<file path="config.mk">
export PLATFORM = sky130hd
export DESIGN_NAME = salu_branch_unit
export DESIGN_NICKNAME = d
export VERILOG_FILES = /design/src/rtl/salu_pkg.sv /design/src/rtl/salu_branch_fifo.sv /design/src/rtl/salu_branch_unit.sv
export SDC_FILE = /design/constraint.sdc
export NUM_CORES = 1
export LEC_CHECK = 0
export ABC_AREA = 0
export BUFFER_PORTS_ARGS = -buffer_cell sky130_fd_sc_hd__buf_2
export CORE_ASPECT_RATIO = 1.4
export CORE_MARGIN = 1
export CORE_UTILIZATION = 63
export CTS_CLUSTER_DIAMETER = 40
export DETAILED_ROUTE_END_ITERATION = 8
export GPL_TIMING_DRIVEN = 0
export PLACE_DENSITY = 0.85
export SYNTH_ARGS = -nofsm -noshare
export SYNTH_HDL_FRONTEND = slang
export SYNTH_SLANG_ARGS = --single-unit
</file>
<file path="constraint.sdc">
create_clock -name clk -period 4.5 [get_ports clk]
set_input_delay 0.9 -clock clk [delete_from_list [all_inputs] [get_ports clk]]
set_output_delay 0.9 -clock clk [all_outputs]
set_load 0.01 [all_outputs]
</file>
<file path="src/rtl/salu_pkg.sv">
// Shared SOPP encodings and the branch-entry layout used by the branch resolver.
package salu_pkg;

  localparam logic [7:0]  SOPP_ENC            = 8'h01;
  localparam logic [23:0] SOPP_BRANCH         = 24'd2;
  localparam logic [23:0] SOPP_CBRANCH_SCC0   = 24'd4;
  localparam logic [23:0] SOPP_CBRANCH_SCC1   = 24'd5;
  localparam logic [23:0] SOPP_CBRANCH_VCCZ   = 24'd6;
  localparam logic [23:0] SOPP_CBRANCH_VCCNZ  = 24'd7;
  localparam logic [23:0] SOPP_CBRANCH_EXECZ  = 24'd8;
  localparam logic [23:0] SOPP_CBRANCH_EXECNZ = 24'd9;

  // Entry is packed {wfid, taken, next_pc, pc}, with pc in the low bits.
  function automatic int entry_w(input int wfid_w, input int pc_w);
    return wfid_w + 1 + 2 * pc_w;
  endfunction

endpackage

</file>
<file path="src/rtl/salu_branch_fifo.sv">
// Synchronous FIFO with occupancy count; when empty, dout keeps showing the last popped word.
module salu_branch_fifo #(
  parameter int DEPTH = 4,
  parameter int WIDTH = 8,
  localparam int AW   = $clog2(DEPTH)
) (
  input  logic             clk,
  input  logic             rst,
  input  logic             push,
  input  logic [WIDTH-1:0] din,
  input  logic             pop,
  output logic [WIDTH-1:0] dout,
  output logic             empty,
  output logic [AW:0]      count
);

  logic [DEPTH-1:0][WIDTH-1:0] mem_q, mem_d;
  logic [AW-1:0]               wr_ptr_q, wr_ptr_d;
  logic [AW-1:0]               rd_ptr_q, rd_ptr_d;
  logic [AW:0]                 count_q, count_d;
  logic [AW-1:0]               rd_prev;
  logic                        do_pop;

  assign empty   = (count_q == '0);
  assign count   = count_q;
  assign do_pop  = pop & ~empty;
  assign rd_prev = rd_ptr_q - AW'(1);
  // The slot just behind rd_ptr is not rewritten until the queue wraps, so it holds the last pop.
  assign dout    = empty ? mem_q[rd_prev] : mem_q[rd_ptr_q];

  always_comb begin
    mem_d    = mem_q;
    wr_ptr_d = wr_ptr_q;
    rd_ptr_d = rd_ptr_q;
    count_d  = count_q;
    if (push) begin
      mem_d[wr_ptr_q] = din;
      wr_ptr_d        = wr_ptr_q + AW'(1);
    end
    if (do_pop) rd_ptr_d = rd_ptr_q + AW'(1);
    count_d = count_q + (AW+1)'(push) - (AW+1)'(do_pop);
  end

  always_ff @(posedge clk or negedge rst) begin
    if (!rst) begin
      mem_q    <= '0;
      wr_ptr_q <= '0;
      rd_ptr_q <= '0;
      count_q  <= '0;
    end else begin
      mem_q    <= mem_d;
      wr_ptr_q <= wr_ptr_d;
      rd_ptr_q <= rd_ptr_d;
      count_q  <= count_d;
    end
  end

endmodule

</file>
<file path="src/rtl/salu_branch_unit.sv">
// Pipelined SOPP branch resolver: decode and target at accept, LATENCY register stages, output queue.
module salu_branch_unit
  import salu_pkg::*;
#(
  parameter int WFID_W    = 6,
  parameter int PC_W      = 32,
  parameter int MASK_W    = 64,
  parameter int LATENCY   = 2,
  parameter int OUT_DEPTH = 4
) (
  input  logic              clk,
  input  logic              rst,
  input  logic              issue_branch_valid,
  output logic              issue_branch_ready,
  input  logic [31:0]       issue_opcode,
  input  logic [15:0]       issue_imm_value,
  input  logic [WFID_W-1:0] issue_wfid,
  input  logic [PC_W-1:0]   issue_instr_pc,
  output logic              exec_rd_en,
  output logic [WFID_W-1:0] exec_rd_wfid,
  input  logic              exec_rd_scc_value,
  input  logic [MASK_W-1:0] exec_rd_vcc_value,
  input  logic [MASK_W-1:0] exec_rd_exec_value,
  output logic              fetchwaveissue_branch_en,
  input  logic              fetch_branch_ready,
  output logic [WFID_W-1:0] fetchwaveissue_branch_wfid,
  output logic              fetchwaveissue_branch_taken,
  output logic [PC_W-1:0]   fetch_branch_pc_value,
  output logic [PC_W-1:0]   tracemon_retire_pc,
  output logic              err_dup_wfid,
  output logic              err_bad_opcode
);

  localparam int NUM_WF = 2 ** WFID_W;
  localparam int ENT_W  = entry_w(WFID_W, PC_W);
  localparam int CW     = $clog2(OUT_DEPTH) + 1;
  localparam int QAW    = $clog2(OUT_DEPTH);

  logic                   accept, pop;
  logic                   taken, bad_op;
  logic [23:0]            op;
  logic [PC_W-1:0]        pc_plus4, br_off, target, next_pc;
  logic [ENT_W-1:0]       ent_s0, head;
  logic                   q_empty;
  logic [QAW:0]           q_count;
  logic [WFID_W-1:0]      head_wfid;

  logic [LATENCY:1]       vld_pipe_q, vld_pipe_d;
  logic [LATENCY:1][ENT_W-1:0] ent_pipe_q, ent_pipe_d;
  logic [CW-1:0]          used_q, used_d;
  logic                   ready_q, ready_d;
  logic [NUM_WF-1:0]      pend_q, pend_d;
  logic                   dup_q, dup_d;
  logic                   bad_q, bad_d;

  assign accept       = issue_branch_valid & ready_q;
  assign exec_rd_en   = issue_branch_valid;
  assign exec_rd_wfid = issue_wfid;
  assign op           = issue_opcode[23:0];

  always_comb begin
    taken  = 1'b0;
    bad_op = 1'b0;
    if (issue_opcode[31:24] != SOPP_ENC) begin
      bad_op = 1'b1;
    end else begin
      case (op)
        SOPP_BRANCH:         taken = 1'b1;
        SOPP_CBRANCH_SCC0:   taken = ~exec_rd_scc_value;
        SOPP_CBRANCH_SCC1:   taken = exec_rd_scc_value;
        SOPP_CBRANCH_VCCZ:   taken = ~|exec_rd_vcc_value;
        SOPP_CBRANCH_VCCNZ:  taken = |exec_rd_vcc_value;
        SOPP_CBRANCH_EXECZ:  taken = ~|exec_rd_exec_value;
        SOPP_CBRANCH_EXECNZ: taken = |exec_rd_exec_value;
        default:             bad_op = 1'b1;
      endcase
    end
  end

  // simm16 is a word offset relative to pc+4; the sums wrap naturally at PC_W.
  assign pc_plus4 = issue_instr_pc + PC_W'(4);
  assign br_off   = {{(PC_W-18){issue_imm_value[15]}}, issue_imm_value, 2'b00};
  assign target   = pc_plus4 + br_off;
  assign next_pc  = taken ? target : pc_plus4;
  assign ent_s0   = {issue_wfid, taken, next_pc, issue_instr_pc};

  always_comb begin
    vld_pipe_d    = vld_pipe_q;
    ent_pipe_d    = ent_pipe_q;
    vld_pipe_d[1] = accept;
    ent_pipe_d[1] = ent_s0;
    for (int i = 2; i <= LATENCY; i++) begin
      vld_pipe_d[i] = vld_pipe_q[i-1];
      ent_pipe_d[i] = ent_pipe_q[i-1];
    end
  end

  salu_branch_fifo #(.DEPTH(OUT_DEPTH), .WIDTH(ENT_W)) u_fifo (
    .clk   (clk),
    .rst   (rst),
    .push  (vld_pipe_q[LATENCY]),
    .din   (ent_pipe_q[LATENCY]),
    .pop   (pop),
    .dout  (head),
    .empty (q_empty),
    .count (q_count)
  );

  assign fetchwaveissue_branch_en    = ~q_empty;
  assign pop                         = ~q_empty & fetch_branch_ready;
  assign head_wfid                   = head[ENT_W-1 -: WFID_W];
  assign fetchwaveissue_branch_wfid  = head_wfid;
  assign fetchwaveissue_branch_taken = head[2*PC_W];
  assign fetch_branch_pc_value       = head[2*PC_W-1 -: PC_W];
  assign tracemon_retire_pc          = head[PC_W-1:0];

  // Credits cover queued plus in-flight entries, so the pipe never needs to stall.
  always_comb begin
    used_d  = used_q + CW'(accept) - CW'(pop);
    ready_d = (used_d < CW'(OUT_DEPTH));
  end

  // A pop clears before an accept sets, so a same-cycle retire/reissue of one wf is not a dup.
  always_comb begin
    pend_d = pend_q;
    dup_d  = dup_q;
    bad_d  = bad_q;
    if (pop) pend_d[head_wfid] = 1'b0;
    if (accept) begin
      if (pend_d[issue_wfid]) dup_d = 1'b1;
      pend_d[issue_wfid] = 1'b1;
      if (bad_op) bad_d = 1'b1;
    end
  end

  always_ff @(posedge clk or negedge rst) begin
    if (!rst) begin
      vld_pipe_q <= '0;
      ent_pipe_q <= '0;
      used_q     <= '0;
      ready_q    <= 1'b1;
      pend_q     <= '0;
      dup_q      <= 1'b0;
      bad_q      <= 1'b0;
    end else begin
      vld_pipe_q <= vld_pipe_d;
      ent_pipe_q <= ent_pipe_d;
      used_q     <= used_d;
      ready_q    <= ready_d;
      pend_q     <= pend_d;
      dup_q      <= dup_d;
      bad_q      <= bad_d;
    end
  end

  assign issue_branch_ready = ready_q;
  assign err_dup_wfid       = dup_q;
  assign err_bad_opcode     = bad_q;

  logic unused_ok;
  assign unused_ok = ^q_count;

endmodule

</file>
==> run_results.csv <==
group,metric,value,unit
yosys,synth.area.top_cells,"dfrtp_1, mux4_2, mux2_2",
yosys,synthArstFlopShare,100,%
placed_design,io_buffers,300,
min_path,min_path_type,"reg -> reg",
final_layout,final_net_count,2598,
placed_design,placed_area,26900,sq um
yosys,synth_seq_cells,493,
grt,antenna_found_initial,0,
sta,rsz0062_at_grt,"no",
sta,max_slew_margin,33.1,%
drt,firstDrtPassIters,6,
yosys,synth-xor-area-share,2.09,%
clocking,cts.sinks,493,
yosys,synth_fa_ha_area_share,2.52,%
yosys,syn-num-nets,2239,
yosys,synth-simple-area-share,9.19,%
yosys,synth-seq-area-share,50.0,%
final_layout,insertedDiodeCount,0,
clocking,root_buffer,"clkbuf_16",
run_status,status,"finished clean",
clocking,clkTransAtPathRegs,60,ps
sta,worst_pin_slew,1000,ps
placed_design,dp_hpwl,49900,um
drt,ant_nets,0,
clocking,cts_max_level,2,
min_path,hold_start,"ent_pipe_d[86]",
die,floorplan.initialDensity,64.1,%
sta,slew_violations,0,
die,core_area,38500,sq um
drt,wl_per_cell,24.6,um
sta,clock.fmax,228,MHz
drt,dr.first_iter.drc_count,1693,
flow_run,cap_violations,0,
critical_path,r2r_setup_slack,1220,ps
min_path,hold_end,"ent_pipe_q[86]",
placed_design,pre_cts_ws,-704,ps
sta,worst_slack,105,ps
sta,fin_skew,20.5,ps
critical_path,cp-start-kind,"input pin",
critical_path,crit_type,"in -> reg",
pwr,powerDensity,727,nW/um^2
yosys,synth.yosys.warnings,0,
pwr,peakVddDrop,0.399,mV
clocking,post-cts-setup-buffers,0,
sta,setup_violations,0,
die,die-height,236,um
final_layout,fillerInstances,2527,
yosys,synth_area,24700,sq um
sta,hold_violations,0,
critical_path,r2r_start,"u_fifo.rd_ptr_q[0]",
drt,wl,71300,um
die,pin_count,301,
sta,fin_crit,4390,ps
yosys,netlist_instances,1972,
yosys,synth_compound_area_share,7.35,%
clocking,cts_buffer_depth,3,
grt,grt_pass1_wl,110000,um
yosys,yosys-top-cells-count,"dfrtp_1, mux2_2, nand2_1, mux4_2, o21ai_0",
final_layout,syn_to_final_growth,16.7,%
die,rows,85,
drt,drc,0,
critical_path,rr_endpoint,"err_dup_wfid",
critical_path,worstPathRequired,4990,ps
grt,grt_max_degree,131,
yosys,ys_types,75,
yosys,synth_area_per_cell,12.5,sq um
drt,num_vias,18800,
grt,gr-total-overflow,0,
grt,grt_usage,36.6,%
die,dieArea,40000,sq um
critical_path,cp-end-kind,"flop",
yosys,synth_top_area_share,49.9,%
placed_design,gp_congestion,1.07,
final_layout,fin_cells,2895,
yosys,synth_top_family_by_area,"multiplexers",
yosys,synth_edf_count,0,
clocking,cts_buffers,54,
clocking,clkLatencyLatePin,590,ps
placed_design,dp_cells,2797,
min_path,hold_depth,0,
final_layout,stdcell_area,28800,sq um
clocking,cts_tree,"built",
critical_path,worstPathArrival,4880,ps
yosys,synth.most_common_cell,"dfrtp_1",
die,die_x,169,um
pwr,p_leak,12.9,nW
sta,period_share,97.7,%
clocking,holdBufCountCts,0,
critical_path,path_max_fanout,7,
grt,grt_pass1_vias,19800,
drt,drt-vias-per-instance,6.49,
critical_path,r2r_cells,10,
critical_path,crit_start,"issue_instr_pc[4]",
yosys,synth.area.mux_share,26.4,%
yosys,synth_top_flop_cell,"dfrtp_1",
yosys,yosys.area.top_type,"dfrtp_1",
final_layout,drive_gt1_share,37.4,%
metal layers:
layer	vias up	track usage, %	routed length [um]
met5	-	0	0
met4	0	24.5	4950
met3	287	5.12	4600
met2	1036	65.2	37700
met1	9462	40.3	24100
li1	8003	-	-
critical path: stages:
cell and delay (ps):
buf_2 150, and4_1 280, nand4_1 190, nor2_4 210, nand3_1 230, nor2_4 250
nand2_1 110, xnor2_2 180, ha_1 260, or4_1 480, a311oi_1 260, o21ai_1 150
a21o_1 210, a31oi_2 200, o22ai_1 160, o22ai_1 230, mux2i_1 260, xnor2_1 170
cell families (layout without fill, tap and decap cells):
| kind of cell | after synthesis | count (layout) |
|---|---|---|
| multiplexers | 436 | 436 |
| AND/OR/NAND/NOR | 492 | 492 |
| buffers and inverters | 142 | 543 |
| XOR/XNOR | 59 | 59 |
| AO/OA/AOI/OAI | 302 | 302 |
| adder cells (fa/ha/maj) | 48 | 48 |
| flip-flops | 493 | 493 |
how the worst max path moves through the flow:
stage	to	slack (ps)	cells past startpoint
6_report	ent_pipe_d[134]	110	18
5_1_grt	ent_pipe_d[134]	30	18
4_1_cts	tracemon_retire_pc[15]	2	9
3_5_place_dp	ent_pipe_d[134]	-700	18
3_3_place_gp	ent_pipe_d[84]	-6780	1
2_1_floorplan	ent_pipe_d[134]	260	17
final cells by class:
cell class,instances,area (sq um),area share (%)
clock buffers,68,1490,5.16
multi-input cells,1337,11800,40.9
plain buffers,110,539,1.87
well taps,522,653,2.27
clock inverters,30,290,1.01
flip-flops and latches,493,12300,42.8
inverters,32,120,0.417
repair buffers,303,1590,5.54
timing repair:
item	CTS	global route
resized for setup	24	17
endpoints found under the setup margin	63	34
endpoints found under the hold margin	0	0
where the power goes:
group	switching (mW)	internal, mW
Clock	1.90	2.49
Combinational	4.63	4.64
Sequential	1.25	6.03
Total	7.78	13.2
metrics by stage:
step	total power, mW	hold WS (ps)	utilization (%)	setup TNS [ps]
finish	20.9	345	74.8	0
global route	21.9	353	74.8	0
CTS	20.9	345	74.7	0
detailed placement	16.3	335	69.9	-3290
global placement	15.8	331	69.7	-3304830
floorplan	13.3	331	-	0
layout by cell type, fill, tap and decap left out, types with 10 or more instances in the layout:
cell and instances:
a21o_1 19, a21oi_1 26, and3_1 10, buf_1 36
buf_2 321, clkbuf_1 32, clkbuf_16 55, clkbuf_2 10
dfrtp_1 492, ha_1 45, inv_1 28, mux2_2 278
mux2i_1 10, mux4_2 142, nand2_1 274, nand2b_1 14
nand3_1 24, nand4_1 22, nor2_1 49, nor3_1 11
nor4_1 41, o21ai_0 132, o21ai_1 32, o21bai_1 10
o22ai_1 22, xnor2_1 45, xor2_1 13
registers in the layout (all words and copies together) (netlist names):
name / count
ent_pipe_d: 69
ent_pipe_q: 69
err_bad_opcode: 1
err_dup_wfid: 1
issue_branch_ready: 1
pend_q: 64
u_fifo.count: 3
u_fifo.mem_q: 276
u_fifo.rd_ptr_q: 2
u_fifo.wr_ptr_q: 2
used_q: 3
vld_pipe_q: 2
No activity file was read; power rests on OpenSTA's default activity.
